`src/rtl/loader_pkg.sv`:
```
// loader_pkg: shared types and constants for the program loader
package loader_pkg;
  typedef enum logic [2:0] {IDLE, LEN_LO, LEN_HI, DATA, CHECK, DONE, ERROR} state_t;
  typedef logic [15:0] len_t;
  localparam int CSUM_W = 8;
endpackage

```
`src/rtl/program_loader_byte_packer.sv`:
```
// byte_packer: little-endian byte-to-word assembler, flags the lane-3 byte
module byte_packer (
  input  logic        clk,
  input  logic        rst_n,
  input  logic        clear,
  input  logic        en,
  input  logic [7:0]  din,
  output logic [31:0] word,
  output logic        done
);
  logic [23:0] sreg;
  logic [1:0]  lane;
  assign word = {din, sreg};
  assign done = en && lane == 2'd3;
  always_ff @(posedge clk) begin
    if (!rst_n || clear) begin
      sreg <= '0;
      lane <= '0;
    end else if (en) begin
      sreg <= {din, sreg[23:8]};
      lane <= lane + 2'd1;
    end
  end
endmodule

```
`src/rtl/program_loader.sv`:
```
// program_loader: byte-stream loader writing 32-bit words into instruction memory
module program_loader
  import loader_pkg::*;
#(
  parameter int          DEPTH     = 64,
  parameter logic [31:0] BASE_ADDR = 32'h0000_0000
) (
  input  logic        clk,
  input  logic        rst_n,
  input  logic        Start,
  input  logic [7:0]  RxData,
  input  logic        RxValid,
  output logic        RxReady,
  output logic        WriteEnable,
  output logic [31:0] WriteAddress,
  output logic [31:0] WriteData,
  output logic        CpuHold,
  output logic        Busy,
  output logic        Done,
  output logic        Error
);
  localparam int IW = $clog2(DEPTH) + 1;
  state_t state, next;
  len_t len, n_hdr;
  logic [IW-1:0] idx;
  logic [CSUM_W-1:0] csum;
  logic xfer, go, last, pk_done;
  logic [31:0] pk_word;
  assign RxReady = state inside {LEN_LO, LEN_HI, DATA, CHECK};
  assign Busy    = RxReady;
  assign CpuHold = !(state == IDLE || state == DONE);
  assign Done    = state == DONE;
  assign Error   = state == ERROR;
  assign go      = Start && state inside {IDLE, DONE, ERROR};
  assign xfer    = RxValid && RxReady;
  assign n_hdr   = {RxData, len[7:0]};
  assign last    = len_t'(idx) + 16'd1 == len;
  byte_packer u_pack (
    .clk   (clk),
    .rst_n (rst_n),
    .clear (go),
    .en    (xfer && state == DATA),
    .din   (RxData),
    .word  (pk_word),
    .done  (pk_done)
  );
  always_comb begin
    next = state;
    case (state)
      IDLE, DONE, ERROR: next = go ? LEN_LO : state;
      LEN_LO: next = xfer ? LEN_HI : state;
      LEN_HI: next = !xfer ? state : n_hdr > len_t'(DEPTH) ? ERROR : n_hdr == '0 ? CHECK : DATA;
      DATA:   next = pk_done && last ? CHECK : state;
      CHECK:  next = !xfer ? state : RxData == csum ? DONE : ERROR;
      default: next = IDLE;
    endcase
  end
  always_ff @(posedge clk) begin
    if (!rst_n) begin
      state        <= IDLE;
      len          <= '0;
      idx          <= '0;
      csum         <= '0;
      WriteEnable  <= 1'b0;
      WriteAddress <= '0;
      WriteData    <= '0;
    end else begin
      state       <= next;
      WriteEnable <= pk_done;
      if (go) begin
        len  <= '0;
        idx  <= '0;
        csum <= '0;
      end
      if (xfer && state == LEN_LO) len[7:0] <= RxData;
      if (xfer && state == LEN_HI) len[15:8] <= RxData;
      if (xfer && state == DATA) csum <= csum ^ RxData;
      if (pk_done) begin
        WriteAddress <= BASE_ADDR + 32'({idx, 2'b00});
        WriteData    <= pk_word;
        idx          <= idx + 1'b1;
      end
    end
  end
endmodule

```
`config.mk`:
```
export PLATFORM = sky130hd
export DESIGN_NAME = program_loader
export DESIGN_NICKNAME = d
export VERILOG_FILES = /design/src/rtl/loader_pkg.sv /design/src/rtl/program_loader_byte_packer.sv /design/src/rtl/program_loader.sv
export SDC_FILE = /design/constraint.sdc
export NUM_CORES = 1
export LEC_CHECK = 0
export CORE_ASPECT_RATIO = 0.5
export CORE_MARGIN = 1.5
export CORE_UTILIZATION = 30
export CTS_CLUSTER_SIZE = 12
export DETAILED_ROUTE_END_ITERATION = 10
export GPL_ROUTABILITY_DRIVEN = 0
export REMOVE_ABC_BUFFERS = 1
export SKIP_LAST_GASP = 1
export SYNTH_ARGS = -nofsm -noshare
export SYNTH_HDL_FRONTEND = slang
export SYNTH_HIERARCHICAL = 1
export SYNTH_SLANG_ARGS = --single-unit
```
`constraint.sdc`:
```
create_clock -name clk -period 7.8 [get_ports clk]
set_input_delay 0.78 -clock clk [delete_from_list [all_inputs] [get_ports clk]]
set_output_delay 0.78 -clock clk [all_outputs]
set_load 0.01 [all_outputs]
```
==> flow_summary.json, run 1 <==
{
  "nets": 559,
  "grt_overflow": 0,
  "syn_area_sq_um": 4790,
  "die_h_um": 92.3,
  "p_leak_nw": 1.85,
  "fin_crit_ps": 2900,
  "path_max_fanout": 9,
  "hp-class": "register to register",
  "synth-seq-cells": 100,
  "switchingPower_uw": 373,
  "worstPathArrival_ps": 3180,
  "h-tree-depth": 3,
  "cts_setup_buffers": 0,
  "grt_antenna_before_repair": 0,
  "clkSinkCount": 100,
  "maxCapViolations": 0,
  "synth_edf_count": 0,
  "netlist_top_cells_count": "dfxtp_1, mux2i_1, nor2_1",
  "path_buf_inv": 2,
  "grt_max_degree": 77,
  "core-area_sq_um": 15500,
  "worst_slack_ps": 4900,
  "cp.required_ps": 8090,
  "finalSetupTns_ps": 0,
  "end_kind": "register",
  "seq_area_frac_synth": 0.418,
  "final_antenna_net_count": 0,
  "setup_viol": 0,
  "clock.fmax_mhz": 345,
  "ys_types": 55,
  "yosys.area.top_type_share": 0.418,
  "crit_type": "input port to register",
  "dr_total_vias": 3396,
  "timing.hold.ws_ps": 473,
  "grt_setup_unrepaired": "no",
  "grt_pass1_vias": 3072,
  "cellPowerDensity_nw_per_um2": 225,
  "synth.avg_cell_area_sq_um": 9.26,
  "initial_core_util": 0.309,
  "power_frac_clock": 0.356,
  "place_ws_ps": 4530,
  "vias_per_cell": 4.50,
  "drc": 0,
  "grt_pass1_wl_um": 15700,
  "cp-start-kind": "input port",
  "async_reset_ff_frac": 0,
  "yosysMostFrequentCell": "dfxtp_1",
  "cts-buffers-inserted": 9,
  "clock_path_buffers": 2,
  "r2r_setup_slack_ps": 5090,
  "areaGrowthSynthToFinish_pct": 16.5,
  "clock_skew_ps": 5.65,
  "clock-root-buffer": "clkbuf_16",
  "internal_power_uw": 884,
  "cts-resized-gates": 0,
  "final_hold_viol_count": 0,
  "row_count": 32,
  "syn_inst": 517,
  "num_antenna_cells": 0,
  "swShare": 0.297,
  "drtIter0Drc": 180,
  "cts_tree": "yes",
  "crit_chain": "clkdlybuf4s50_1 > nand3_2 > clkinv_1 > and2_2 > or3b_1 > a2111oi_2 > o2111ai_1 > nor4_2 > o21a_1 > a41o_1",
  "clkTransAtPathRegs_ps": 70,
  "power_mw": 1.26,
  "tightestPinTransition_ps": 832,
  "dieArea_sq_um": 16800,
  "slew_headroom": 0.445,
  "yosysTopAreaCell": "dfxtp_1",
  "cpMaxStageDelayCell": "clkdlybuf4s50_1",
  "dieWidth_um": 182,
  "synth-warning-count": 6,
  "status": "complete, no violations",
  "wire_per_inst_um": 12.7,
  "synth_top_cells_by_area": "dfxtp_1, mux2i_1, buf_4",
  "ctsHoldBuffers": 0,
  "ir_worst_vdd_uv": 103,
  "dr.pass1.iters": 4,
  "combPwrFrac": 0.202,
  "fin_crit_sh": 0.372,
  "slowest_delay_ps": 570,
  "critical_path.top_delay_family": "simple AND/OR/NAND/NOR gates",
  "port_buffers": 56,
  "layout-drive-gt1-share": 0.0509,
  "wirelength_um": 9570,
  "slew_violations": 0,
  "clk_latency_ps": 340,
  "dp_hpwl_um": 6090,
  "gr-usage-all-layers": 0.118,
  "ioPinCount": 82,
  "synth_ff_type": "dfxtp_1",
  "seq_power_share": 0.442
}
==> logic make-up (layout without fill, tap and decap cells) <==
kind of cell    after synthesis  after routing  share of synthesized area
simple gates                189            189                      0.207
flops                       100            100                      0.418
buf+inv                      72             81                     0.0957
mux                          66             66                      0.138
compound gates               65             65                     0.0946
xor+xnor                     22             22                     0.0403
fa+ha+maj                     2              2                    0.00523
other cells                   1             25                   0.000783
==> sequential cells by signal, indices dropped and copies added, names as in the netlist <==
| signal | count |
|---|---|
| WriteAddress | 7 |
| len | 16 |
| u_pack/lane | 2 |
| u_pack/sreg | 24 |
| WriteData | 32 |
| csum | 8 |
| WriteEnable | 1 |
| state | 3 |
| idx | 7 |
==> cell usage in the layout (no fill, tap or decap), drive strengths merged, types with 13 or more instances in the layout <==
master         synthesis  final
dfxtp                100    100
mux2i                 66     66
clkdlybuf4s50          0     55
nor2                  46     46
nor2b                 41     41
nand2                 36     36
a21boi                26     26
conb                   1     25
nand3                 23     23
o21ai                 20     20
xor2                  13     13
==> worst register-to-register path, stage by stage (launching register included) <==
cell and delay [ps]:
dfxtp_1 430, nor2b_1 370, nand3_2 260, clkinv_1 100, and2_2 140, or3b_1 350, a2111oi_2 280, o2111ai_1 180
nor4_2 190, o21a_1 190, a41o_1 170
==> routing by layer <==
metal,GRT usage,routed length (um),part of all wire
met5,0,0,0
met3,0.0279,282,0.029
met2,0.188,4130,0.43
met4,0.0410,136,0.014
met1,0.157,5020,0.52
==> worst paths after layout <==
path,from,end,cells past startpoint
worst max-delay path,RxValid,state[2]$_SDFFE_PN0P_,10
worst min-delay path,len[15]$_SDFFE_PN0P_,len[15]$_SDFFE_PN0P_,2
worst min register to register,len[15]$_SDFFE_PN0P_,len[15]$_SDFFE_PN0P_,2
worst max register to register,state[1]$_SDFFE_PN0P_,state[2]$_SDFFE_PN0P_,10
==> power groups by stage <==
stage	combinational [mW]	sequential [mW]	clock, mW
final	0.253	0.556	0.448
after global routing	0.282	0.561	0.482
after CTS	0.256	0.556	0.464
after detailed placement	0.255	0.568	0
after global placement	0.255	0.568	0
after floorplan	0.163	0.560	0
==> final cells by class <==
class / instances / area [sq um]
multi-input combinational: 369 / 2420
inverter: 5 / 18.8
clock inverter: 6 / 68.8
clock buffer: 10 / 229
timing repair buffer: 60 / 586
tap: 204 / 255
sequential: 100 / 2000
fill: 1573 / 9920
==> metrics by stage <==
stage	utilization	instance area (sq um)	instances
finish	0.360	5580	754
global route	0.360	5580	754
global placement	0.341	5280	738
floorplan	-	4440	474
CTS	0.360	5580	754
detailed placement	0.341	5280	738
Note: power is estimated with default switching activity, not from simulation.
==> run 2: changes to the inputs <==
- clock period: 7.8 -> 2.3 ns (I/O delays scaled with it)
==> run 2 against run 1 <==
Clock skew up 6.4 ps. Worst setup slack worse by 4800 ps. Sequential power grew to 3.3 times the previous value. Core utilization is 0.99 points higher. Largest cell class unchanged. Sequential share of layout area down 0.93 points. Via count is 2.6% higher.
==> flow_summary.json, run 2 (synthesis gave the netlist of run 1 again) <==
{
  "place_inst": 755,
  "cp.required_ps": 2590,
  "die_h_um": 92.3,
  "ioPinCount": 82,
  "slew_violations": 0,
  "clock.fmax_mhz": 445,
  "final_antenna_net_count": 0,
  "ir_worst_vdd_uv": 365,
  "row_count": 32,
  "layoutNonFillerInstCount": 771,
  "nets": 577,
  "status": "complete, no violations",
  "top_regs": "WriteData x32, u_pack/sreg x24, len x16",
  "clk_latency_ps": 350,
  "grt_overflow": 0,
  "slew_headroom": 0.447,
  "crit_type": "register to register",
  "drtIter0Drc": 203,
  "dp_hpwl_um": 6850,
  "grt_setup_unrepaired": "yes",
  "clock_skew_ps": 12.1,
  "path_max_fanout": 3,
  "largest_reg_flops": 32,
  "core-area_sq_um": 15500,
  "worstPathArrival_ps": 2530,
  "cts-buffers-inserted": 9,
  "grt_antenna_before_repair": 0,
  "fin_crit_ps": 2240,
  "setup_viol": 0,
  "initial_core_util": 0.309,
  "maxCapViolations": 0,
  "h-tree-depth": 3,
  "regMostFlops": "WriteData",
  "ctsHoldBuffers": 0,
  "cp-start-kind": "register",
  "wire_per_inst_um": 13.2,
  "cellPowerDensity_nw_per_um2": 749,
  "clock_path_buffers": 2,
  "dieArea_sq_um": 16800,
  "grt_pass1_wl_um": 16700,
  "p_leak_nw": 1.95,
  "wirelength_um": 10100,
  "vias_per_cell": 4.52,
  "clkTransAtPathRegs_ps": 80,
  "end_kind": "register",
  "port_buffers": 56,
  "final_hold_viol_count": 0,
  "fin_crit_sh": 0.976,
  "fin_util": 0.370,
  "drc": 0,
  "clock-root-buffer": "clkbuf_16",
  "dr.pass1.iters": 4,
  "hp-class": "input port to register",
  "final_cell_mix": "dfxtp_1, mux2i_1, clkdlybuf4s50_1",
  "cts_tree": "yes",
  "dieWidth_um": 182,
  "tightestPinTransition_ps": 829,
  "gr-usage-all-layers": 0.124,
  "layout-drive-gt1-share": 0.0899,
  "num_antenna_cells": 0,
  "clkSinkCount": 100,
  "finalSetupTns_ps": 0,
  "areaGrowthSynthToFinish_pct": 19.7,
  "dr_total_vias": 3483,
  "layout_commonest_cell": "dfxtp_1",
  "grt_pass1_vias": 3310,
  "grt_max_degree": 54
}
## run 2: cell types whose count changed in the layout (fill, tap and decap cells not counted), sizes merged
cell | before | now
buf | 5 | 23
inv | 7 | 9
bufinv | 1 | 0
clkbuf | 10 | 9
clkdlybuf4s50 | 55 | 54
clkinv | 2 | 1
dlymetal6s2s | 0 | 1
## run 2: power by group
part           internal, mW  switching, mW
Clock                 0.753          0.708
Sequential             1.80         0.0533
Combinational         0.405          0.579
Total                  2.95           1.34
## run 2: area by class of cell
cell class,instances,area [sq um]
Timing Repair Buffer,78,723
Inverter,5,18.8
Sequential cell,100,2000
Clock inverter,6,56.3
Fill cell,1562,9760
Multi-Input combinational cell,369,2450
Tap cell,204,255
Clock buffer,9,225
## run 2: worst max-delay path, stage by stage, from the launching register on
cell and delay (ps):
dfxtp_2 330, nor2b_4 150, nand3_2 90, inv_2 70
and2_4 130, or3b_4 380, a2111oi_4 200, o2111ai_2 150
nor4_2 310, o21a_1 210, a41o_1 170
## run 2: final timing paths
check | cells after the start | end | slack, ps | startpoint
max | 10 | state[2]$_SDFFE_PN0P_ | 60 | state[1]$_SDFFE_PN0P_
min | 2 | csum[1]$_SDFFE_PN0P_ | 340 | rst_n
max reg2reg | 10 | state[2]$_SDFFE_PN0P_ | 60 | state[1]$_SDFFE_PN0P_
min reg2reg | 2 | len[15]$_SDFFE_PN0P_ | 480 | len[15]$_SDFFE_PN0P_
## run 2: through the flow
step	cell area [sq um]	worst slack (ps)	hold slack, ps	power [mW]
2_1_floorplan	4440	-2230	352	2.45
3_3_place_gp	5410	-145	461	2.86
3_5_place_dp	5410	-246	472	2.86
4_1_cts	5690	42.3	336	4.33
5_1_grt	5730	-105	357	4.51
6_report	5730	55.1	340	4.29
## run 2: layer usage
metal | share of wire | global-route usage | vias up | routed length, um
met1 | 0.50 | 0.160 | 1629 | 5060
li1 | - | - | 1784 | -
met5 | 0 | 0 | - | 0
met3 | 0.044 | 0.0374 | 12 | 443
met4 | 0.010 | 0.0375 | 0 | 102
met2 | 0.45 | 0.201 | 58 | 4540
## run 2: what timing repair did
action,in CTS,in global routing
resized for setup,1,8
setup buffers,0,1
endpoints found under the setup margin,2,3
pin swaps,0,6
